<file path="src/rtl/mem_port_arbiter.sv">
// Arbitrates a single-port memory between instruction fetch and data load/store,
// with data priority bounded by a fetch-starvation limit. Optional perf counters: MEM_ARB_PERF_EN.
module mem_port_arbiter #(
   parameter int XLEN         = 32,
   parameter int STARVE_LIMIT = 4
) (
   input  logic            clk,
   input  logic            rst_n,
   input  logic            i_req,
   input  logic [XLEN-1:0] i_addr,
   output logic            i_done,
   output logic [XLEN-1:0] i_rdata,
   input  logic            d_req,
   input  logic            d_we,
   input  logic [XLEN-1:0] d_addr,
   input  logic [XLEN-1:0] d_wdata,
   input  logic [3:0]      d_be,
   output logic            d_done,
   output logic [XLEN-1:0] d_rdata,
   output logic            mem_req,
   output logic            mem_we,
   output logic [XLEN-1:0] mem_addr,
   output logic [XLEN-1:0] mem_wdata,
   output logic [3:0]      mem_be,
   input  logic            mem_ack,
   input  logic [XLEN-1:0] mem_rdata,
   output logic            stall_if,
   output logic            stall_mem
`ifdef MEM_ARB_PERF_EN
  ,output logic [XLEN-1:0] perf_i_grants,
   output logic [XLEN-1:0] perf_d_grants,
   output logic [XLEN-1:0] perf_conflicts
`endif
);

   typedef enum logic [1:0] {IDLE, BUSY_I, BUSY_D} state_e;

   localparam logic [3:0] LIMIT = 4'(STARVE_LIMIT);

   state_e          state_q;
   logic [3:0]      starve_cnt_q;
   logic [XLEN-1:0] addr_q;
   logic [XLEN-1:0] wdata_q;
   logic            we_q;
   logic [3:0]      be_q;

   logic idle;
   logic grant_i;
   logic grant_d;
   logic ack_i;
   logic ack_d;

   assign idle    = (state_q == IDLE);
   // Data wins a tie unless fetch has already waited through LIMIT data grants.
   assign grant_d = idle & d_req & (~i_req | (starve_cnt_q != LIMIT));
   assign grant_i = idle & i_req & ~grant_d;
   assign ack_i   = (state_q == BUSY_I) & mem_ack;
   assign ack_d   = (state_q == BUSY_D) & mem_ack;

   always_ff @(posedge clk or negedge rst_n) begin
      if (!rst_n) begin
         state_q      <= IDLE;
         starve_cnt_q <= '0;
         addr_q       <= '0;
         wdata_q      <= '0;
         we_q         <= 1'b0;
         be_q         <= '0;
      end else begin
         case (state_q)
            IDLE: begin
               if (grant_d) begin
                  state_q <= BUSY_D;
                  addr_q  <= d_addr;
                  wdata_q <= d_wdata;
                  we_q    <= d_we;
                  be_q    <= d_be;
                  if (i_req && (starve_cnt_q != LIMIT)) begin
                     starve_cnt_q <= starve_cnt_q + 4'd1;
                  end
               end else if (grant_i) begin
                  state_q      <= BUSY_I;
                  addr_q       <= i_addr;
                  wdata_q      <= '0;
                  we_q         <= 1'b0;
                  be_q         <= 4'b1111;
                  starve_cnt_q <= '0;
               end
            end
            BUSY_I, BUSY_D: begin
               if (mem_ack) begin
                  state_q <= IDLE;
               end
            end
            default: state_q <= IDLE;
         endcase
      end
   end

   // Memory side sees only latched payload, so it is stable for the whole access.
   assign mem_req   = ~idle;
   assign mem_we    = we_q;
   assign mem_addr  = addr_q;
   assign mem_wdata = wdata_q;
   assign mem_be    = be_q;

   assign i_done    = ack_i;
   assign d_done    = ack_d;
   assign i_rdata   = ack_i ? mem_rdata : '0;
   assign d_rdata   = ack_d ? mem_rdata : '0;
   assign stall_if  = rst_n & i_req & ~ack_i;
   assign stall_mem = rst_n & d_req & ~ack_d;

`ifdef MEM_ARB_PERF_EN
   logic [XLEN-1:0] perf_i_q;
   logic [XLEN-1:0] perf_d_q;
   logic [XLEN-1:0] perf_c_q;

   always_ff @(posedge clk or negedge rst_n) begin
      if (!rst_n) begin
         perf_i_q <= '0;
         perf_d_q <= '0;
         perf_c_q <= '0;
      end else begin
         if (grant_i) perf_i_q <= perf_i_q + 1'b1;
         if (grant_d) perf_d_q <= perf_d_q + 1'b1;
         if (idle && i_req && d_req) perf_c_q <= perf_c_q + 1'b1;
      end
   end

   assign perf_i_grants  = perf_i_q;
   assign perf_d_grants  = perf_d_q;
   assign perf_conflicts = perf_c_q;
`endif

endmodule

</file>
<file path="config.mk">
export PLATFORM = sky130hd
export DESIGN_NAME = mem_port_arbiter
export DESIGN_NICKNAME = d
export VERILOG_FILES = /design/src/rtl/mem_port_arbiter.sv
export SDC_FILE = /design/constraint.sdc
export NUM_CORES = 1
export LEC_CHECK = 0
export ABC_CLOCK_PERIOD_IN_PS = 2000
export CAP_MARGIN = 0
export CELL_PAD_IN_SITES_DETAIL_PLACEMENT = 0
export CELL_PAD_IN_SITES_GLOBAL_PLACEMENT = 1
export CORE_UTILIZATION = 25
export CTS_CLUSTER_DIAMETER = 120
export DETAILED_ROUTE_END_ITERATION = 12
export GPL_TIMING_DRIVEN = 0
export PLACE_DENSITY = 0.83
export SYNTH_ARGS = -nofsm -noshare
export SYNTH_HDL_FRONTEND = slang
export SYNTH_SLANG_ARGS = --single-unit
</file>
<file path="constraint.sdc">
create_clock -name clk -period 2 [get_ports clk]
set_clock_uncertainty 0.2 [all_clocks]
set_input_delay 0.2 -clock clk [delete_from_list [all_inputs] [get_ports clk]]
set_output_delay 0.2 -clock clk [all_outputs]
set_load 0.005 [all_outputs]
</file>
# [Word-level counts from Yosys, hierarchy flattened]
# Cells that the tools add are included.
[totals] romBits=0 register_bits=75 memories=0 inputBits=138 ram_bits=0 word_cells=53 latchBits=0 output_inout_bits=138
[op_classes] muxes=17 n_reduce_logical=7 eq_ne=6 addsub=1 bitwise=16 n_shift=0 div_mod_pow=0 order_cmp=0 multipliers=0
[op_table] operator="2-to-1 mux 32 bit" n=6
[op_table] operator="2-to-1 mux 4 bit" n=5
[op_table] operator="bitwise AND 1 bit" n=10
[op_table] operator="2-to-1 mux 2 bit" n=3
[op_table] operator="inverter 1 bit" n=5
[op_table] operator="adder 4 x 1 -> 4 bit (second input constant)" n=1
[op_table] operator="inequality test 4 x 3 -> 1 bit (second input constant)" n=1
[op_table] operator="case mux 2 bit (2 select lines)" n=1
[op_table] operator="AND reduction 2 bit" n=2
[op_table] operator="inequality test 3 x 1 -> 1 bit (second input constant)" n=1
[op_table] operator="AND reduction 3 bit" n=1
[op_table] operator="== test 2 x 1 -> 1 bit (second input constant)" n=1
[op_table] operator="== test 2 bit (second input constant)" n=1
[op_table] operator="logical NOT 2 bit" n=1
[op_table] operator="2-to-1 mux 1 bit" n=2
[op_table] operator="inequality test 2 x 1 -> 1 bit (second input constant)" n=1
[op_table] operator="inequality test 2 bit (second input constant)" n=1
[op_table] operator="nonzero test 2 bit" n=1
[op_table] operator="OR reduction 2 bit" n=1
[op_table] operator="logical AND 1 bit" n=1
[op_table] operator="bitwise OR 1 bit" n=1

# [Logic depth before layout (Yosys ltp)]
[logic_depth] depth_word=8 depth_mapped=8 mapped_depth_nobuf=5

# [Worst setup path after synthesis]
# OpenSTA, ideal clock, no wires.
[synth_timing] path_kind="register -> register" from="register starve_cnt_q[0]" to="register addr_q[15] (netlist: mem_addr[15])" path_buffers=2 required_ns=1.665 period_less_slack_ns=1.701 setup_ns=0.135 arrival_time_ns=1.366 path_stages_with_launch=8 path_slack_ns=0.299 cell_sequence="dfrtp_1 inv_1 ha_1 and4b_1 buf_6 buf_6 o211ai_1 o211ai_1"
[synth_via] elab_chain_cells=7 word_cells_on_any_way=8 classes_between="eq/ne (1); mux (1); bitwise (4); reduce/logical (2)"
[synth_lines] item="from (decl)" line="41" text="logic [3:0] starve_cnt_q;"
[synth_lines] item="from (signal assigned)" line="78" text="starve_cnt_q <= starve_cnt_q + 4'd1;"
[synth_lines] item="inequality test 4 x 3 -> 1 bit *" line="55" text="assign grant_d = idle & d_req & (~i_req | (starve_cnt_q != LIMIT));"
[synth_lines] item="bitwise OR 1 bit *" line="55"
[synth_lines] item="bitwise AND 1 bit *" line="55"
[synth_lines] item="inverter 1 bit" line="56" text="assign grant_i = idle & i_req & ~grant_d;"
[synth_lines] item="bitwise AND 1 bit" line="56"
[synth_lines] item="nonzero test 2 bit (no source line)"
[synth_lines] item="AND reduction 2 bit (no source line)"
[synth_lines] item="to (signal assigned)" line="73" text="addr_q <= d_addr;"
[synth_lines] item="to (signal assigned)" line="82" text="addr_q <= i_addr;"
[synth_lines] item="to (decl)" line="42" text="logic [XLEN-1:0] addr_q;"
# Mark *: on every way between the ends. The rest lies on a longest branch, timed or not.
# A chain may end at the register's enable or synchronous reset.

# [Worst setup path after layout]
[layout_timing] from="register state_q[0]" to="output port i_rdata[10]"
[layout_via] elab_chain_cells=3
[layout_lines] item="from (decl)" line="40" text="state_e state_q;"
[layout_lines] item="from (signal assigned)" line="62" text="state_q <= IDLE;"
[layout_lines] item="from (signal assigned)" line="72" text="state_q <= BUSY_D;"
[layout_lines] item="from (signal assigned)" line="81" text="state_q <= BUSY_I;"
[layout_lines] item="== test 2 x 1 -> 1 bit" line="57" text="assign ack_i = (state_q == BUSY_I) & mem_ack;"
[layout_lines] item="bitwise AND 1 bit" line="57"
[layout_lines] item="2-to-1 mux 32 bit" line="108" text="assign i_rdata = ack_i ? mem_rdata : '0;"
[layout_lines] item="to (decl)" line="12" text="output logic [XLEN-1:0] i_rdata,"
# Every way passes these cells.

==> impl_metrics.ini <==
[cells_and_area]
antenna_cells = 0
syn_to_final_growth_pct = 101
fin_util_pct = 51.6
fill_cells = 1337
final_area_um2 = 7880
layout_commonest_cell = clkdlybuf4s50_1
final_nets = 834
layout_common_cells = 204 x clkdlybuf4s50_1, 75 x dfrtp_1, 64 x buf_6
drive_above_1_share_pct = 29.2

[setup_path]
worstPathCellList = buf_6, ha_4, buf_6, buf_8, buf_12, and3_4, buf_6
critPathBufInv = 5
required_ps = 1600
worst-setup-path-type = reg -> out
critPathMaxStageDelay_ps = 400
critPathSlowestCell = dfrtp_1
critPathCaptureType = output pin
crit_fanout = 4
arrival_ps = 1680
cp_common_cell = buf_6
cp-start-kind = register
cp_top_family = buffers and inverters

[min_path]
hp-class = in -> reg

[synthesis]
synth_mux_area_share_pct = 0.543
ys_ff_latch = 75
synthSimpleGateAreaFrac_pct = 16.5
syn_avg_cell_area_um2 = 10.1
synthXorXnorAreaFrac_pct = 0
ys_types = 33
synth_top_family_by_area = compound AO/OA/AOI/OAI gates
synth_compound_area_share_pct = 23.4
synthTopCellsByArea = dfrtp_1 48%, o211ai_1 11%, and3_1 10%, a22o_1 7.6%, inv_1 3.8%
synth-adder-area-share_pct = 1.60
yosysWarnings = 0
synth_top_area_share_pct = 47.9
syn_nets = 531
netlist_instances = 388
yosys.area.top_type = dfrtp_1
synth_seq_area_share_pct = 47.9
synth.cell_area_um2 = 3920

[detailed_routing]
wl_per_cell_um = 17.7
num_vias = 4298
drt_first_iter_violations = 149
viasPerCell = 4.74
drc = 0
dr.pass1.iters = 4
wl_um = 16000
antenna_left = 0

[placement]
placed_area_um2 = 6950
gp_congestion = 0.818
place.port_buffers = 274
dp.final_hpwl_um = 11200

[sta]
rsz0062_at_grt = true
maxSlewHeadroom_pct = 65.8
finalHoldViolations = 0
finalSetupTns_ps = -329
slew_violations = 0
setup_violations = 4
fin_crit_sh_pct = 104
fmax_mhz = 480
tightest_slew_ps = 513
fin_crit_ps = 2080
fin_hold_ws_ps = 38.1
setup_ws_ps = -84.2

[clocking]
cts_made_buffers = 9
cts_root_buf = clkbuf_16
htreeDepth = 3
clk_path_buf_depth = 2
path_clk_slew_ps = 60
clk_latency_ps = 340
cts_tree = built
clock_sinks = 75

[status]
status = finished, violations left
violations = setup timing

[floorplanning]
start_util_pct = 25.7
core_um2 = 15300
ioPinCount = 276
row_count = 45
die-area_um2 = 16200
die_w_um = 127
die_y_um = 127

[global_route]
grt_pass1_vias = 4514
grt_max_degree = 74
grt_pass1_wl_um = 23900
antenna_found_initial = 1
grtUsageTotal_pct = 19.0
overflow = 0

[power_and_ir_drop]
powerDensity_nw_per_um2 = 1180
ir_drop_mv = 0.436
power_w = 0.00932
leakage_nw = 3.48

[job]
max-cap-violations = 0
-- logic make-up (layout without fill, tap and decap cells) --
| family | count (synthesis) | count (layout) |
|---|---|---|
| muxes | 2 | 2 |
| adders and majority gates | 5 | 5 |
| buffers and inverters | 80 | 387 |
| AOI/OAI and AO/OA | 112 | 112 |
| and+or+nand+nor | 114 | 114 |
| DFF | 75 | 75 |
-- through the flow --
stage                     setup WS (ps)  std cells
after global placement            -2480        873
after floorplan                     299        388
after CTS                          -119        906
after detailed placement           -571        874
final                             -84.2        906
after global routing               -136        906
-- timing repair --
action | in CTS | in global routing
pin swaps | 3 | 0
cloned | 6 | 1
hold endpoints to repair | 75 | 0
resized for setup | 334 | 95
setup buffers | 10 | 0
hold buffers | 2 | 0
setup endpoints to repair | 100 | 75
-- synth_stat cells --
| master | number |
|---|---|
| o21a_1 | 1 |
| nand2_2 | 1 |
| and4b_1 | 1 |
| mux2i_1 | 1 |
| and2_1 | 2 |
| buf_4 | 5 |
| dfrtp_1 | 75 |
| nand4b_2 | 1 |
| buf_6 | 8 |
| o22a_1 | 4 |
| nand2b_1 | 1 |
| ha_1 | 5 |
| clkbuf_1 | 16 |
| a32o_1 | 2 |
| nand2_1 | 36 |
| o211ai_1 | 57 |
| nand3_2 | 1 |
| and3_1 | 64 |
| a21oi_1 | 2 |
| buf_2 | 11 |
| mux2_2 | 1 |
| o211ai_2 | 7 |
| and3b_1 | 1 |
| a22o_1 | 34 |
| nand3_1 | 1 |
| a31oi_1 | 1 |
| nor2_1 | 3 |
| o21ai_1 | 1 |
| o31ai_1 | 1 |
| o21ai_0 | 2 |
| nor2_8 | 1 |
| inv_1 | 40 |
| nand4_1 | 1 |
-- path summary, 6_finish.rpt --
path | start | to | slack (ps) | depth (start not counted)
worst max-delay path | state_q[0] | i_rdata[10] | -80 | 7
worst min-delay path | d_req | starve_cnt_q[2] | 40 | 3
worst max register to register | state_q[0] | mem_addr[21] | 130 | 6
worst min register to register | mem_wdata[10] | mem_wdata[10] | 300 | 1
max in group asynchronous | rst_n | mem_wdata[25] | 760 | 3
min in group asynchronous | rst_n | mem_wdata[30] | 210 | 3
-- sequential cells by signal, indices dropped and copies added (netlist names) --
name          count
mem_be            4
starve_cnt_q      4
mem_we            1
mem_addr         32
state_q           2
mem_wdata        32
-- worst min-delay path, stage by stage --
cell and delay (ps):
buf_2 160, nand4_1 100, mux2i_1 70
-- where the power goes --
group          switching [W]  internal [W]  total (W)  leakage (nW)
sequential          0.000415       0.00222    0.00263         0.918
combinational        0.00203       0.00304    0.00507          2.41
clock               0.000634      0.000988    0.00162         0.148
-- final cells by class --
class,instances,area [um2],area share [%]
Buffer,38,304,3.86
Tap cell,211,264,3.35
Timing Repair Buffer,294,3040,38.5
Clock inverter,5,53.8,0.683
Multi-Input combinational cell,233,1950,24.8
Inverter,40,150,1.91
Clock buffer,10,239,3.03
Sequential cell,75,1880,23.8
-- per-layer routing --
| layer | track usage (%) | up-vias | share of wire [%] |
|---|---|---|---|
| li1 | - | 2019 | - |
| met1 | 21.5 | 2052 | 40 |
| met2 | 34.3 | 202 | 51 |
| met3 | 4.94 | 23 | 7.1 |
| met4 | 6.72 | 2 | 1.9 |
| met5 | 0 | - | 0.062 |
Note: power is estimated with default switching activity, not from simulation.
